[config.mk]
export PLATFORM = sky130hd
export DESIGN_NAME = uart_rx_core
export DESIGN_NICKNAME = d
export VERILOG_FILES = /design/src/rtl/uart_pkg.sv /design/src/rtl/uart_sync.sv /design/src/rtl/uart_rx_core.sv
export SDC_FILE = /design/constraint.sdc
export NUM_CORES = 1
export LEC_CHECK = 0
export ABC_AREA = 1
export BUFFER_PORTS_ARGS = -buffer_cell sky130_fd_sc_hd__clkbuf_2
export CAP_MARGIN = 20
export CELL_PAD_IN_SITES_DETAIL_PLACEMENT = 0
export CELL_PAD_IN_SITES_GLOBAL_PLACEMENT = 2
export CORE_ASPECT_RATIO = 1.2
export CORE_MARGIN = 1
export CORE_UTILIZATION = 38
export DETAILED_ROUTE_END_ITERATION = 8
export HOLD_SLACK_MARGIN = 0.03
export PLACE_DENSITY_LB_ADDON = 0.1
export SYNTH_ARGS = -nofsm -noshare
export SYNTH_HDL_FRONTEND = slang
export SYNTH_SLANG_ARGS = --single-unit
[constraint.sdc]
create_clock -name clk -period 3.3 [get_ports clk]
set_input_delay 0.33 -clock clk [delete_from_list [all_inputs] [get_ports clk]]
set_output_delay 0.33 -clock clk [all_outputs]
set_load 0.005 [all_outputs]
[src/rtl/uart_pkg.sv]
// Shared types and legal parameter ranges for the UART receive path.
package uart_pkg;

  typedef enum logic [2:0] {
    ST_IDLE   = 3'd0,
    ST_START  = 3'd1,
    ST_DATA   = 3'd2,
    ST_PARITY = 3'd3,
    ST_STOP   = 3'd4
  } rx_state_e;

  localparam int CLKS_PER_BIT_MIN = 4;
  localparam int DATA_BITS_MIN    = 5;
  localparam int DATA_BITS_MAX    = 9;
  localparam int STOP_BITS_MIN    = 1;
  localparam int STOP_BITS_MAX    = 2;

endpackage

[src/rtl/uart_sync.sv]
// Two-flop synchroniser for asynchronous inputs; resets to 1 so an idle UART/CTS line
// reads as inactive.
module uart_sync (
  input  logic clk,
  input  logic rst_n,
  input  logic i_d,
  output logic o_q
);

  logic r_meta;
  logic r_q;

  always_ff @(posedge clk or negedge rst_n) begin
    if (!rst_n) begin
      r_meta <= 1'b1;
      r_q    <= 1'b1;
    end else begin
      r_meta <= i_d;
      r_q    <= r_meta;
    end
  end

  assign o_q = r_q;

endmodule

[src/rtl/uart_rx_core.sv]
// Oversampling UART receiver with valid/ready output and framing/parity/overrun status.
// Optional parity bit is compiled in with UART_RX_PARITY_EN.
//   state  | meaning
//   IDLE   | line high, waiting for a start edge
//   START  | wait to mid start bit, reject glitches
//   DATA   | sample DATA_BITS data bits, LSB first
//   PARITY | sample parity bit (UART_RX_PARITY_EN only)
//   STOP   | sample STOP_BITS stop bits, then complete the word
module uart_rx_core
  import uart_pkg::*;
#(
  parameter int CLKS_PER_BIT = 234,
  parameter int DATA_BITS    = 8,
  parameter int STOP_BITS    = 1,
  parameter int PARITY_ODD   = 0
) (
  input  logic                 clk,
  input  logic                 rst_n,
  input  logic                 rx_i,
  output logic [DATA_BITS-1:0] rx_data_o,
  output logic                 rx_valid_o,
  input  logic                 rx_ready_i,
  output logic                 frame_err_o,
  output logic                 parity_err_o,
  output logic                 overrun_o
);

  localparam int CW = $clog2(CLKS_PER_BIT);
  localparam logic [CW-1:0] HALF_TGT  = CW'(CLKS_PER_BIT/2 - 1);
  localparam logic [CW-1:0] BIT_TGT   = CW'(CLKS_PER_BIT - 1);
  localparam logic [3:0]    DATA_LAST = 4'(DATA_BITS - 1);
  localparam logic [3:0]    STOP_LAST = 4'(STOP_BITS - 1);

  if (CLKS_PER_BIT < CLKS_PER_BIT_MIN) begin : g_bad_cpb
    $error("uart_rx_core: CLKS_PER_BIT too small");
  end
  if (DATA_BITS < DATA_BITS_MIN || DATA_BITS > DATA_BITS_MAX) begin : g_bad_db
    $error("uart_rx_core: DATA_BITS out of range");
  end
  if (STOP_BITS < STOP_BITS_MIN || STOP_BITS > STOP_BITS_MAX) begin : g_bad_sb
    $error("uart_rx_core: STOP_BITS out of range");
  end
  if (PARITY_ODD != 0 && PARITY_ODD != 1) begin : g_bad_par
    $error("uart_rx_core: PARITY_ODD must be 0 or 1");
  end

  logic                 w_rx_s;
  rx_state_e            r_state;
  rx_state_e            w_state_nxt;
  logic [CW-1:0]        r_cnt;
  logic [3:0]           r_bit;
  logic [DATA_BITS-1:0] r_shift;
  logic                 r_fe;
  logic [DATA_BITS-1:0] r_data;
  logic                 r_valid;
  logic                 r_frm;
  logic                 r_ovr;
  logic                 w_sample;
  logic                 w_done;
  logic                 w_load;

  uart_sync u_sync (
    .clk   (clk),
    .rst_n (rst_n),
    .i_d   (rx_i),
    .o_q   (w_rx_s)
  );

  always_comb begin
    w_state_nxt = r_state;
    w_sample    = 1'b0;
    w_done      = 1'b0;
    case (r_state)
      ST_IDLE: begin
        if (!w_rx_s) w_state_nxt = ST_START;
      end
      ST_START: begin
        if (r_cnt == HALF_TGT) begin
          w_sample    = 1'b1;
          w_state_nxt = w_rx_s ? ST_IDLE : ST_DATA;
        end
      end
      ST_DATA: begin
        if (r_cnt == BIT_TGT) begin
          w_sample = 1'b1;
          if (r_bit == DATA_LAST) begin
`ifdef UART_RX_PARITY_EN
            w_state_nxt = ST_PARITY;
`else
            w_state_nxt = ST_STOP;
`endif
          end
        end
      end
`ifdef UART_RX_PARITY_EN
      ST_PARITY: begin
        if (r_cnt == BIT_TGT) begin
          w_sample    = 1'b1;
          w_state_nxt = ST_STOP;
        end
      end
`endif
      ST_STOP: begin
        if (r_cnt == BIT_TGT) begin
          w_sample = 1'b1;
          if (r_bit == STOP_LAST) begin
            w_done      = 1'b1;
            w_state_nxt = ST_IDLE;
          end
        end
      end
      default: w_state_nxt = ST_IDLE;
    endcase
  end

  always_ff @(posedge clk or negedge rst_n) begin
    if (!rst_n) begin
      r_state <= ST_IDLE;
      r_cnt   <= '0;
      r_bit   <= '0;
      r_shift <= '0;
      r_fe    <= 1'b0;
    end else begin
      r_state <= w_state_nxt;
      if (w_state_nxt != r_state) begin
        r_cnt <= '0;
        r_bit <= '0;
      end else if (w_sample) begin
        r_cnt <= '0;
        r_bit <= r_bit + 4'd1;
      end else begin
        r_cnt <= r_cnt + 1'b1;
      end
      if (r_state == ST_DATA && w_sample) r_shift <= {w_rx_s, r_shift[DATA_BITS-1:1]};
      if (r_state == ST_IDLE && !w_rx_s) r_fe <= 1'b0;
      else if (r_state == ST_STOP && w_sample && !w_rx_s) r_fe <= 1'b1;
    end
  end

  // A finished word may load only into an empty slot or one being drained this cycle.
  assign w_load = w_done && (!r_valid || rx_ready_i);

  always_ff @(posedge clk or negedge rst_n) begin
    if (!rst_n) begin
      r_data  <= '0;
      r_valid <= 1'b0;
      r_frm   <= 1'b0;
      r_ovr   <= 1'b0;
    end else begin
      r_ovr <= w_done && r_valid && !rx_ready_i;
      if (w_load) begin
        r_data  <= r_shift;
        r_frm   <= r_fe | ~w_rx_s;
        r_valid <= 1'b1;
      end else if (r_valid && rx_ready_i) begin
        r_valid <= 1'b0;
      end
    end
  end

`ifdef UART_RX_PARITY_EN
  logic r_pe;
  logic r_par;

  always_ff @(posedge clk or negedge rst_n) begin
    if (!rst_n) begin
      r_pe  <= 1'b0;
      r_par <= 1'b0;
    end else begin
      if (r_state == ST_IDLE && !w_rx_s) r_pe <= 1'b0;
      else if (r_state == ST_PARITY && w_sample) r_pe <= (^r_shift) ^ PARITY_ODD[0] ^ w_rx_s;
      if (w_load) r_par <= r_pe;
    end
  end

  assign parity_err_o = r_par;
`else
  assign parity_err_o = 1'b0;
`endif

  assign rx_data_o   = r_data;
  assign rx_valid_o  = r_valid;
  assign frame_err_o = r_frm;
  assign overrun_o   = r_ovr;

endmodule
Word level (Yosys, flattened, before mapping)
Index checks and enable logic that the tools add are counted.
- register bits: 37
- latch bits: 0
- memory bits (writable): 0
- bits in read-only memories: 0
- input bits: 4
- output and inout bits: 12
- word-level logic and storage cells: 62
- memories: 0
- add/subtract/negate cells: 2
- multipliers: 0
- divide/modulo/power cells: 0
- order comparisons: 0
- eq/ne operators: 7
- shift-type cells: 0
- muxes and demuxes: 22
- bitwise gates (word level): 2
- reductions and logical operators: 18
- operator list (operator ; count):
    $mux 3 ; 6
    $mux 8 ; 2
    $pmux 3 s4 ; 1
    $mux 1 ; 9
    $add 8x1->8 const B ; 1
    $eq 8x7->1 const B ; 1
    $eq 8x8->1 const B ; 1
    $logic_and 1x1->1 ; 8
    $mux 4 ; 2
    $reduce_bool 2->1 ; 3
    $add 4x1->4 const B ; 1
    $eq 4x3->1 const B ; 1
    $logic_not 4->1 ; 1
    $eq 3x1->1 const B ; 1
    $eq 3x2->1 const B ; 1
    $eq 3x3->1 const B ; 1
    $logic_not 1->1 ; 3
    $logic_not 3->1 ; 1
    $ne 3x3->1 ; 1
    $mux 2 ; 1
    $pmux 1 s2 ; 1
    $reduce_or 2->1 ; 1
    $logic_or 1x1->1 ; 1
    $not 1->1 ; 1
    $or 1x1->1 ; 1

Logic depth before layout (Yosys ltp)
- depth after elaboration: 7
- gate-level depth with buffers: 12
- gate-level depth less buffers: 11

By module
From an unflattened synthesis, not the netlist that was laid out.
- cells, all modules: 208
- area, all modules: 1830.5 sq um
- modules (own cells, without submodules) (module ; times used ; cells an instance ; area each (sq um) ; seq. area each (sq um)):
    uart_rx_core ; 1 ; 206 ; 1778.0 ; 875.8
    uart_sync ; 1 ; 2 ; 52.6 ; 52.6

Worst setup path after synthesis
Ideal clock, no wire load.
- kind: flip-flop to flip-flop
- from: register r_cnt[1]
- to: register r_data[7], in the netlist rx_data_o[7]
- setup time: 0.117 ns
- data arrival time: 1.392 ns
- required time: 3.183 ns
- slack: 1.791 ns
- stages on the path, launching flop included: 13
- buffers on the path: 1
- clock period less this slack: 1.509 ns
- cell sequence: dfrtp_1 -> inv_1 -> ha_1 -> nand2_1 -> nor2_4 -> nand2_2 -> nor2_4 -> nand2_4 -> nor2_8 -> inv_2 -> buf_6 -> nand2_1 -> o21ai_2
- word-level cells in the longest chain between the ends: 4
- RTL lines (item ; line ; RTL):
    start, declared ; uart_rx_core.sv:50 ; logic [CW-1:0] r_cnt;
    start signal, assigned ; uart_rx_core.sv:132 ; r_cnt <= r_cnt + 1'b1;
    $eq 8x8->1 ; uart_rx_core.sv:104 ; if (r_cnt == BIT_TGT) begin
    $mux 1 ; uart_rx_core.sv:104 ;
    $mux 1 ; uart_rx_core.sv:73 ; case (r_state)
    $logic_and 1x1->1 ; uart_rx_core.sv:141 ; assign w_load = w_done && (!r_valid || rx_ready_i);
    end signal, assigned ; uart_rx_core.sv:152 ; r_data <= r_shift;
    end, declared ; uart_rx_core.sv:54 ; logic [DATA_BITS-1:0] r_data;
Every way passes these cells.
A chain may end at the register's enable or synchronous reset.

Worst setup path after layout
- from: register r_cnt[0]
- to: register r_shift[1]
- word-level cells in the longest chain between the ends: 4
- elaborated cells between the ends (all ways): 6
- those cells by class: eq/ne (2); mux (3); reduce/logical (1)
- RTL lines (item ; line ; RTL):
    $eq 8x8->1 / $eq 8x7->1 (equally long branches) ; uart_rx_core.sv:84, uart_rx_core.sv:104, uart_rx_core.sv:78 ;
    $mux 1 (on tied branches) ; uart_rx_core.sv:84, uart_rx_core.sv:104, uart_rx_core.sv:78 ;
    $pmux 1 s2 * ; uart_rx_core.sv:73 ;
    $logic_and 1x1->1 * ; uart_rx_core.sv:134 ; if (r_state == ST_DATA && w_sample) r_shift <= {w_rx_s, r_shift[DATA_BITS-1:1]};
    end signal, assigned ; uart_rx_core.sv:134 ;
    end, declared ; uart_rx_core.sv:52 ; logic [DATA_BITS-1:0] r_shift;
Mark *: on every way between the ends. The rest lies on a longest branch, timed or not.

==> reports/qor.yml <==
layout:
  fin_nets: 232
  post-route-util_pct: 44.7
  drive_gt1_share_pct: 17.9
  fillers: 443
  final-seq-area_sq_um: 928
  multi_input_area_sq_um: 709
  synthToLayoutAreaGrowth_pct: 10.1
  diodes: 0
  fin_cells: 280
  stdcell_area_sq_um: 1960
placed_design:
  dp.cells: 272
  gp_congestion: 0.770
  place_area_sq_um: 1880
  io_buffer_count: 14
  hpwl_um: 2370
  post-place-ws_ns: 1.46
sta:
  fmax_mhz: 546
  finClkSkew_ns: 0.00389
  fin_setup_tns_ns: 0
  rsz0062_at_grt: "false"
  min_period_ns: 1.83
  slew_viol_final: 0
  hold_viol: 0
  tightest_slew_ns: 0.932
  setup_viol: 0
  slew_headroom_pct: 37.9
  setup_slack_ns: 1.47
  period_share_pct: 55.5
clocking:
  clock-sinks: 37
  cts_tree: "built"
  clk_pin_slew_ns: 0.08
  root_buffer: "clkbuf_8"
  clk_latency_ns: 0.29
  cts_hold_buf: 0
  post-cts-setup-buffer-count: 0
  max-clock-path-buffers: 2
  htree_levels: 2
  postCtsResizedCells: 0
  cts_buffers: 5
power:
  power_leakage_nw: 1.03
  p_per_area_nw_per_um2: 401
  ir_drop_uv: 181
logic_synthesis:
  seq_area_frac_synth_pct: 52.1
  synth_top_area_share_pct: 49.2
  synth_area_sq_um: 1780
  synthesis.nets: 217
  synthDistinctLibCells: 26
  yosys.area.top_type: "dfrtp_1"
  yosys-top-cells-area: "dfrtp_1, nand2_1, nor2_1, inv_1, nand3_1"
  yosysWarnings: 0
  synth-seq-cells: 37
  synthArstFlopShare_pct: 100
  syn_area_per_cell_sq_um: 8.57
  netlist_top_cells_count: "nand2_1, dfrtp_1, nor2_1"
  dominantRegCellSynth: "dfrtp_1"
  netlist_instances: 208
  synthMostInstantiatedCell: "nand2_1"
  synth_edf_count: 0
floorplanning:
  die_y_um: 77.0
  start_util_pct: 40.6
  die_w_um: 64.5
  ios: 16
  core_sq_um: 4390
  placementRows: 26
  die_area_sq_um: 4970
global_routing:
  grt_pass1_vias: 1257
  grt_max_degree: 38
  grt_pass1_wl_um: 5640
  antenna_found_initial: 0
  grt_util_all_layers_pct: 15.0
  overflow: 0
hold_path:
  min_path_cells: 1
  holdCritPathClass: "in -> reg"
  min_to: "u_sync.r_meta$_DFF_PN1_"
  hp-start: "rx_i"
setup_path:
  timing.rr.end: "r_shift[1]$_DFFE_PN0P_"
  crit_path_max_fanout: 16
  crit_type: "reg -> reg"
  critical_path_required_ns: 3.47
  rr_worst_depth: 9
  worst-endpoint-arrival_ns: 2.00
  reg2reg_from: "r_cnt[0]$_DFF_PN0_"
  cp-end-kind: "flop"
  crit_chain: "inv_1, ha_1, nand2_1, nor2_2, nand3_1, nand2_1, nand2_2, nor2_1, a21oi_1"
  rrSetupSlack_ns: 1.47
  worst_path_max_delay_cell: "dfrtp_1"
  cp_common_cell: "nand2_1"
  critPathLaunchType: "flop"
  max_stage_delay_ns: 0.42
routing:
  routedWlPerCell_um: 11.4
  drt_first_pass_iters: 4
  num_vias: 1300
  drtIter0Drc: 42
  drcViolationCount: 0
  avgViaCountPerCell: 4.64
  wl_um: 3200
  drtAntennaViolNets: 0
flow_run:
  maxCapViolCount: 0
status:
  status: "finished clean"
per-stage QoR:
step | total power [mW] | hold slack, ns
floorplan | 0.473 | 0.0344
global placement | 0.486 | 0.347
detailed placement | 0.487 | 0.355
CTS | 0.802 | 0.109
global route | 0.824 | 0.107
finish | 0.787 | 0.115
cell usage in the layout (no fill, tap or decap), drive strengths merged:
| cell | instances |
|---|---|
| a21oi | 4 |
| clkbuf | 19 |
| clkinv | 2 |
| clkinvlp | 1 |
| conb | 1 |
| dfrtp | 35 |
| dfstp | 2 |
| ha | 5 |
| inv | 26 |
| nand2 | 57 |
| nand3 | 15 |
| nand3b | 2 |
| nand4 | 2 |
| nor2 | 30 |
| nor3 | 2 |
| o21ai | 17 |
| or2 | 1 |
| xor2 | 3 |
how the worst max path moves through the flow:
stage                       start  slack [ns]                  endpoint
5_1_grt        r_cnt[0]$_DFF_PN0_        1.26    r_shift[1]$_DFFE_PN0P_
3_5_place_dp   r_cnt[0]$_DFF_PN0_        1.46    r_shift[5]$_DFFE_PN0P_
4_1_cts        r_cnt[0]$_DFF_PN0_        1.45    r_shift[5]$_DFFE_PN0P_
6_report       r_cnt[0]$_DFF_PN0_        1.47    r_shift[1]$_DFFE_PN0P_
2_1_floorplan  r_cnt[1]$_DFF_PN0_        1.79  rx_data_o[7]$_DFFE_PN0P_
3_3_place_gp   r_cnt[1]$_DFF_PN0_        1.52      r_bit[0]$_DFFE_PN0P_
registers in the layout, summed over array words and instances (netlist names):
name           cells
frame_err_o        1
overrun_o          1
r_bit              4
r_cnt              8
r_fe               1
r_shift            8
r_state            3
rx_data_o          8
rx_valid_o         1
u_sync.o_q         1
u_sync.r_meta      1
layout make-up:
type | count | area share (%)
Sequential cell | 37 | 47.3
Multi-Input combinational cell | 139 | 36.2
Inverter | 26 | 4.97
Timing Repair Buffer | 14 | 3.57
Tap cell | 56 | 3.57
Clock buffer | 5 | 3.51
Clock inverter | 3 | 0.893
critical path, delay by kind of cell, from the launching register on:
kind / cells / cell delay [ns]
buffers and inverters: 1 / 0.10
adder cells (fa/ha/maj): 1 / 0.14
flip-flops: 1 / 0.42
AND/OR/NAND/NOR: 6 / 1.00
AO/OA/AOI/OAI: 1 / 0.05
metal layers:
metal / vias to the layer above / global-route usage [%] / wire length (um)
li1: 669 / - / -
met1: 605 / 16.2 / 1380
met2: 20 / 26.6 / 1660
met3: 6 / 4.02 / 101
met4: 0 / 6.67 / 65
met5: - / 0 / 0
kinds of logic (layout without fill, tap and decap cells):
group                    count (synthesis)  count (layout)  synth area share (%)
other                                    1               1                 0.210
adder cells (fa/ha/maj)                  5               5                  3.51
XOR/XNOR                                 3               3                  1.47
buffers and inverters                   32              48                  8.08
AO/OA/AOI/OAI                           21              21                  6.74
flip-flops                              37              37                  52.1
AND/OR/NAND/NOR                        109             109                  27.9
power breakdown:
group | internal, mW | switching [mW] | leakage (nW) | total, mW
sequential | 0.458 | 0.00213 | 0.486 | 0.460
clock | 0.146 | 0.165 | 0.0439 | 0.310
combinational | 0.00456 | 0.0125 | 0.503 | 0.0170
Note: power is estimated with default switching activity, not from simulation.
